--- src/rtl/pingpong_sram_buffer.sv ---
// Ping-pong SRAM buffer: the producer fills one bank while the consumer drains
// the other. Each bank is a single-port array with a registered Q. Read data is
// staged through an output register plus one skid entry, and reads are issued
// only when there is room to land them.
module pingpong_sram_buffer #(
  parameter int WIDTH = 64,
  parameter int DEPTH = 8
) (
  input  logic             CLK,
  input  logic             RSTN,
  input  logic             wr_valid,
  output logic             wr_ready,
  input  logic [WIDTH-1:0] wr_data,
  input  logic             wr_last,
  output logic             rd_valid,
  input  logic             rd_ready,
  output logic [WIDTH-1:0] rd_data,
  output logic             rd_last,
  output logic [1:0]       bank_full
);
  localparam int AW = $clog2(DEPTH);

  typedef enum logic [1:0] {EMPTY, FULL, DRAIN} bank_st_e;

  bank_st_e         state [2];
  logic [AW:0]      len   [2];
  logic             wsel, rsel, isel;  // write bank, retire bank, read-issue bank
  logic [AW-1:0]    waddr, raddr;
  logic             issuing;           // isel bank has words issued, more to go

  // Q stage: one read in flight out of the selected bank
  logic             q_vld, q_last, q_sel;
  logic [WIDTH-1:0] q_data;

  // output register and skid entry
  logic             out_v, out_last, skid_v, skid_last;
  logic [WIDTH-1:0] out_data, skid_data;

  logic             wr_acc, wr_close;
  logic             rd_pop, can_issue, rd_issue, rd_start, issue_last, retire;
  logic [1:0]       occ;

  assign wr_ready  = (state[wsel] == EMPTY);
  assign wr_acc    = wr_valid & wr_ready;
  assign wr_close  = wr_acc & ((waddr == AW'(DEPTH-1)) | wr_last);

  // A read lands two edges after issue; allow it only if the output register
  // and skid entry are guaranteed to have room for it by then.
  assign occ        = 2'(q_vld) + 2'(out_v) + 2'(skid_v);
  assign rd_pop     = out_v & rd_ready;
  assign can_issue  = (occ < 2'd2) | ((occ == 2'd2) & rd_pop);
  assign rd_issue   = can_issue & (issuing | (state[isel] == FULL));
  assign rd_start   = rd_issue & ~issuing;
  assign issue_last = ({1'b0, raddr} == (len[isel] - (AW+1)'(1)));
  assign retire     = out_v & rd_ready & out_last;

  assign rd_valid  = out_v;
  assign rd_data   = out_data;
  assign rd_last   = out_last;
  assign bank_full = {state[1] != EMPTY, state[0] != EMPTY};

  for (genvar b = 0; b < 2; b++) begin : g_bank
    logic [WIDTH-1:0] mem [DEPTH];
    logic [WIDTH-1:0] q;
    logic             cen_n, wen_n;
    logic [AW-1:0]    addr;
    logic             wr_en, rd_en;

    assign wr_en = wr_acc & (wsel == 1'(b));
    assign rd_en = rd_issue & (isel == 1'(b));
    assign cen_n = ~(wr_en | rd_en);
    assign wen_n = ~wr_en;
    assign addr  = wr_en ? waddr : raddr;

    // single-port array: write, or registered read, when selected
    always_ff @(posedge CLK) begin
      if (!cen_n) begin
        if (!wen_n) mem[addr] <= wr_data;
        else        q         <= mem[addr];
      end
    end
  end

  assign q_data = q_sel ? g_bank[1].q : g_bank[0].q;

  // bank states, pointers, lengths and the read-issue pipeline
  always_ff @(posedge CLK or negedge RSTN) begin
    if (!RSTN) begin
      wsel    <= 1'b0;
      rsel    <= 1'b0;
      isel    <= 1'b0;
      waddr   <= '0;
      raddr   <= '0;
      issuing <= 1'b0;
      q_vld   <= 1'b0;
      q_last  <= 1'b0;
      q_sel   <= 1'b0;
      for (int b = 0; b < 2; b++) begin
        state[b] <= EMPTY;
        len[b]   <= '0;
      end
    end else begin
      q_vld  <= rd_issue;
      q_last <= issue_last;
      q_sel  <= isel;
      if (wr_acc) begin
        if (wr_close) begin
          waddr <= '0;
          wsel  <= ~wsel;
        end else begin
          waddr <= waddr + AW'(1);
        end
      end
      if (rd_issue) begin
        if (issue_last) begin
          raddr   <= '0;
          isel    <= ~isel;
          issuing <= 1'b0;
        end else begin
          raddr   <= raddr + AW'(1);
          issuing <= 1'b1;
        end
      end
      if (retire) rsel <= ~rsel;
      // close, drain start and drain complete always act on different banks
      for (int b = 0; b < 2; b++) begin
        if (wr_close && wsel == 1'(b)) begin
          state[b] <= FULL;
          len[b]   <= {1'b0, waddr} + (AW+1)'(1);
        end else if (rd_start && isel == 1'(b)) begin
          state[b] <= DRAIN;
        end else if (retire && rsel == 1'(b)) begin
          state[b] <= EMPTY;
        end
      end
    end
  end

  // output register with one skid entry; skid always holds the older word
  always_ff @(posedge CLK or negedge RSTN) begin
    if (!RSTN) begin
      out_v     <= 1'b0;
      out_last  <= 1'b0;
      out_data  <= '0;
      skid_v    <= 1'b0;
      skid_last <= 1'b0;
      skid_data <= '0;
    end else if (q_vld) begin
      if (!out_v || rd_pop) begin
        out_v <= 1'b1;
        if (skid_v) begin
          out_data  <= skid_data;
          out_last  <= skid_last;
          skid_data <= q_data;
          skid_last <= q_last;
        end else begin
          out_data <= q_data;
          out_last <= q_last;
        end
      end else begin
        skid_v    <= 1'b1;
        skid_data <= q_data;
        skid_last <= q_last;
      end
    end else if (!out_v || rd_pop) begin
      out_v  <= skid_v;
      skid_v <= 1'b0;
      if (skid_v) begin
        out_data <= skid_data;
        out_last <= skid_last;
      end else begin
        out_last <= 1'b0;
      end
    end
  end
endmodule

--- config.mk ---
export PLATFORM = sky130hd
export DESIGN_NAME = pingpong_sram_buffer
export DESIGN_NICKNAME = d
export VERILOG_FILES = /design/src/rtl/pingpong_sram_buffer.sv
export SDC_FILE = /design/constraint.sdc
export NUM_CORES = 2
export LEC_CHECK = 0
export BUFFER_PORTS_ARGS = -buffer_cell sky130_fd_sc_hd__buf_2
export CAP_MARGIN = 5
export CORE_MARGIN = 4
export CORE_UTILIZATION = 69
export CTS_BUF_LIST = sky130_fd_sc_hd__clkbuf_4
export CTS_CLUSTER_SIZE = 10
export DETAILED_ROUTE_END_ITERATION = 8
export GPL_TIMING_DRIVEN = 1
export PLACE_DENSITY = 0.87
export SLEW_MARGIN = 15
export SYNTH_ARGS = -nofsm -noshare
export SYNTH_HDL_FRONTEND = slang
export SYNTH_SLANG_ARGS = --single-unit
--- constraint.sdc ---
create_clock -name CLK -period 11.93 [get_ports CLK]
set_clock_uncertainty 0.2 [all_clocks]
set_input_delay 0.5965 -clock CLK [delete_from_list [all_inputs] [get_ports CLK]]
set_output_delay 0.5965 -clock CLK [all_outputs]
set_load 0.02 [all_outputs]
==> run_results.csv <==
group,metric,value,unit
synthesis,synthesis.nets,2752,
routing,wl_per_cell,33.5,microns
worst_setup_path,startpoint_type,"flop",
timing,tightestPinTransition,1260,ps
timing,min_period,4830,ps
hold_path,min_path_type,"in -> reg",
synthesis,syn_inst,2677,
routing,ant_nets,0,
grt,first_global_vias,31702,
worst_setup_path,end_kind,"flop",
synthesis,yosysWarnings,0,
synthesis,syn_area_per_cell,18.7,sq um
finish,drive_above_1_share,26.4,%
grt,grt_util_met2,58.9,%
synthesis,synth_top_flop_cell,"edfxtp_1",
finish,post-route-util,79.0,%
timing,hold_viol,0,
clock_network,htreeDepth,5,
timing,fmax,207,MHz
grt,gr-total-overflow,0,
worst_setup_path,critPathArrivalTime,5510,ps
clock_network,cts_tree,"done",
pwr,p_int,9.42,mW
floorplanning,initial_core_util,70.0,%
synthesis,synth_edf_count,1152,
grt,grt_busiest_layer,"met2",
grt,use_met3,11.7,%
clock_network,hold_buffers,71,
pwr,p_total,14.7,mW
clock_network,cts-root-buf,"clkbuf_4",
pwr,p_sw_share,36.1,%
routing,viasPerCell,7.02,
floorplanning,io_pins,138,
synthesis,synth_seq_cells,1309,
floorplanning,dieArea,77100,sq um
routing,via_count,30358,
clock_network,clk_latency,1180,ps
clock_network,cts.clk_slew.worst_paths,80,ps
clock_network,cts_buffer_depth,4,
timing,setup_viol,0,
pwr,irDropWorstVdd,0.236,mV
worst_setup_path,cp_max_fo,69,
floorplanning,core,71700,sq um
clock_network,cts_buffers,322,
routing,drt_iter0_drc,5367,
timing,drv_slew,0,
pwr,seq_power_share,42.5,%
placement,place_congestion,0.759,
synthesis,syn-cell-area,50200,sq um
clock_network,cts_resized,0,
timing,rsz0062_at_grt,"false",
timing,final.period_utilization,40.5,%
floorplanning,die-height,278,microns
grt,grt_pass1_wl,207,mm
worst_setup_path,slowest_stage,"buf_4",
timing,max-slew-margin-rel,16.0,%
grt,antenna_found_initial,15,
clock_network,post_cts_buffers,0,
timing,setup_tns,0,ps
synthesis,async_flop_share,12.0,%
pwr,net-switching-power,5.33,mW
pwr,p_leak,20.7,nW
synthesis,synth_cell_types,44,
placement,portBuffers,137,
grt,met1_usage,45.8,%
worst_setup_path,critPathKind,"reg -> reg",
pwr,comb_power_share,31.2,%
job,max_cap_viol_count,0,
routing,drt-total-wl,145,mm
grt,grt_start_max_net_pins,80,
worst_setup_path,cp.required,12620,ps
grt,grt_use_total,37.3,%
finish,nNetsFinal,3192,
pwr,p_per_area,260,nW/um^2
pwr,clkPwrFrac,26.3,%
placement,dp_hpwl,62.1,mm
clock_network,cts_num_sinks,1309,
routing,drc,0,
finish,areaGrowthSynthToFinish,12.9,%
routing,dr.pass1.iters,7,
floorplanning,die_x,278,microns
worst_setup_path,crit_path_cell_trace,"nor4b_4 > mux2i_4 > buf_4 > buf_4 > mux4_1 > nand2_1 > nand2_1",
status,status,"finished, final reports clean",
floorplanning,rows,98,
synthesis,seq_area_frac_synth,76.8,%
worst_setup_path,cpPeakStageDelay,960,ps
## per-stage QoR
step	setup slack, ps	hold slack (ps)	std cells	area, sq um
2_1_floorplan	5190	101	2677	50200
3_3_place_gp	7380	256	3669	51800
3_5_place_dp	7230	264	3669	51800
4_1_cts	7330	62.9	4303	56500
5_1_grt	7070	123	4316	56600
6_report	7100	129	4322	56600
## sequential cells by signal, summed over array words and instances (netlist names)
signal	flops
g_bank.mem	1024
g_bank.q	128
isel	1
issuing	1
len	8
q_last	1
q_sel	1
q_vld	1
raddr	3
rd_data	64
rd_last	1
rd_valid	1
rsel	1
skid_data	64
skid_last	1
skid_v	1
state	4
waddr	3
wsel	1
## routing by layer
layer / vias up / routed length (microns) / part of all wire [%]
met4: 4 / 9970 / 6.9
li1: 11530 / - / -
met5: - / 29 / 0.020
met3: 780 / 21600 / 15
met1: 14519 / 43700 / 30
met2: 3525 / 69300 / 48
## cells in the mapped netlist, types with 3 or more instances
master | count | area share [%]
buf_4 | 8 | 0.12
buf_2 | 11 | 0.11
nor3_1 | 10 | 0.10
nand2b_1 | 5 | 0.062
mux2i_1 | 73 | 1.5
nor2_1 | 83 | 0.62
a21oi_1 | 69 | 0.69
edfxtp_1 | 1152 | 69
mux4_2 | 154 | 6.9
clkbuf_1 | 62 | 0.46
dfrtp_1 | 157 | 7.8
xnor2_1 | 3 | 0.052
inv_1 | 12 | 0.090
o21ai_0 | 142 | 1.4
nand3_1 | 3 | 0.030
mux2_2 | 8 | 0.18
ha_1 | 5 | 0.12
nand2_1 | 537 | 4.0
mux4_1 | 102 | 5.3
buf_6 | 30 | 0.67
buf_1 | 22 | 0.16
## kinds of logic (layout without fill, tap and decap cells)
group	Yosys count	count (layout)	share of synthesized area [%]
simple gates	646	646	4.98
compound gates	221	221	2.24
xor+xnor	5	5	0.0873
flops	1309	1309	76.8
fa+ha+maj	6	6	0.165
mux	340	340	14.0
buf+inv	150	829	1.78
other cells	0	16	0
## power groups by stage
stage	Clock [mW]	Sequential [mW]	Combinational, mW
detailed placement	0	6.29	4.19
global placement	0	6.23	3.94
global route	4.13	6.30	4.78
CTS	3.80	6.23	4.39
floorplan	0	6.29	2.95
finish	3.88	6.27	4.60
## cell type report
type	count	area, sq um
sequential	1309	38500
fill	3252	15100
clock inverter	71	354
timing repair buffer	254	1820
tap	950	1190
inverter	12	45.0
antenna	16	40.0
clock buffer	492	3690
multi-input combinational	1218	11000
## worst paths after layout
kind,from,end,slack [ps],cells past startpoint
worst max-delay path,wsel$_DFFE_PN0P_,g_bank[0].q[35]$_DFFE_PP_,7100,7
worst min-delay path,wr_data[31],g_bank[0].mem[5][31]$_DFFE_PP_,130,2
worst max register to register,wsel$_DFFE_PN0P_,g_bank[0].q[35]$_DFFE_PP_,7100,7
worst min register to register,rd_data[49]$_DFFE_PN0P_,rd_data[49]$_DFFE_PN0P_,270,2
max in group asynchronous,RSTN,rd_data[34]$_DFFE_PN0P_,10280,4
min in group asynchronous,RSTN,len[3]$_DFFE_PN0P_,360,4
## placed cells by master (no fill, tap or decap), drive strengths merged, types with 10 or more instances in the layout
cell type    instances
edfxtp            1152
nand2              537
clkbuf             492
mux4               256
buf                184
dfrtp              157
o21ai              144
nor2                83
mux2i               74
dlygate4sd3         70
a21oi               69
clkinv              63
inv                 17
diode               16
mux2                10
nor3                10
## critical path: cells and delay by family, from the launching register on
kind	cells	cell delay, ps
buffers and inverters	2	1880
AND/OR/NAND/NOR	3	1060
multiplexers	2	880
flip-flops	1	450
(Power assumes the default switching activity.)
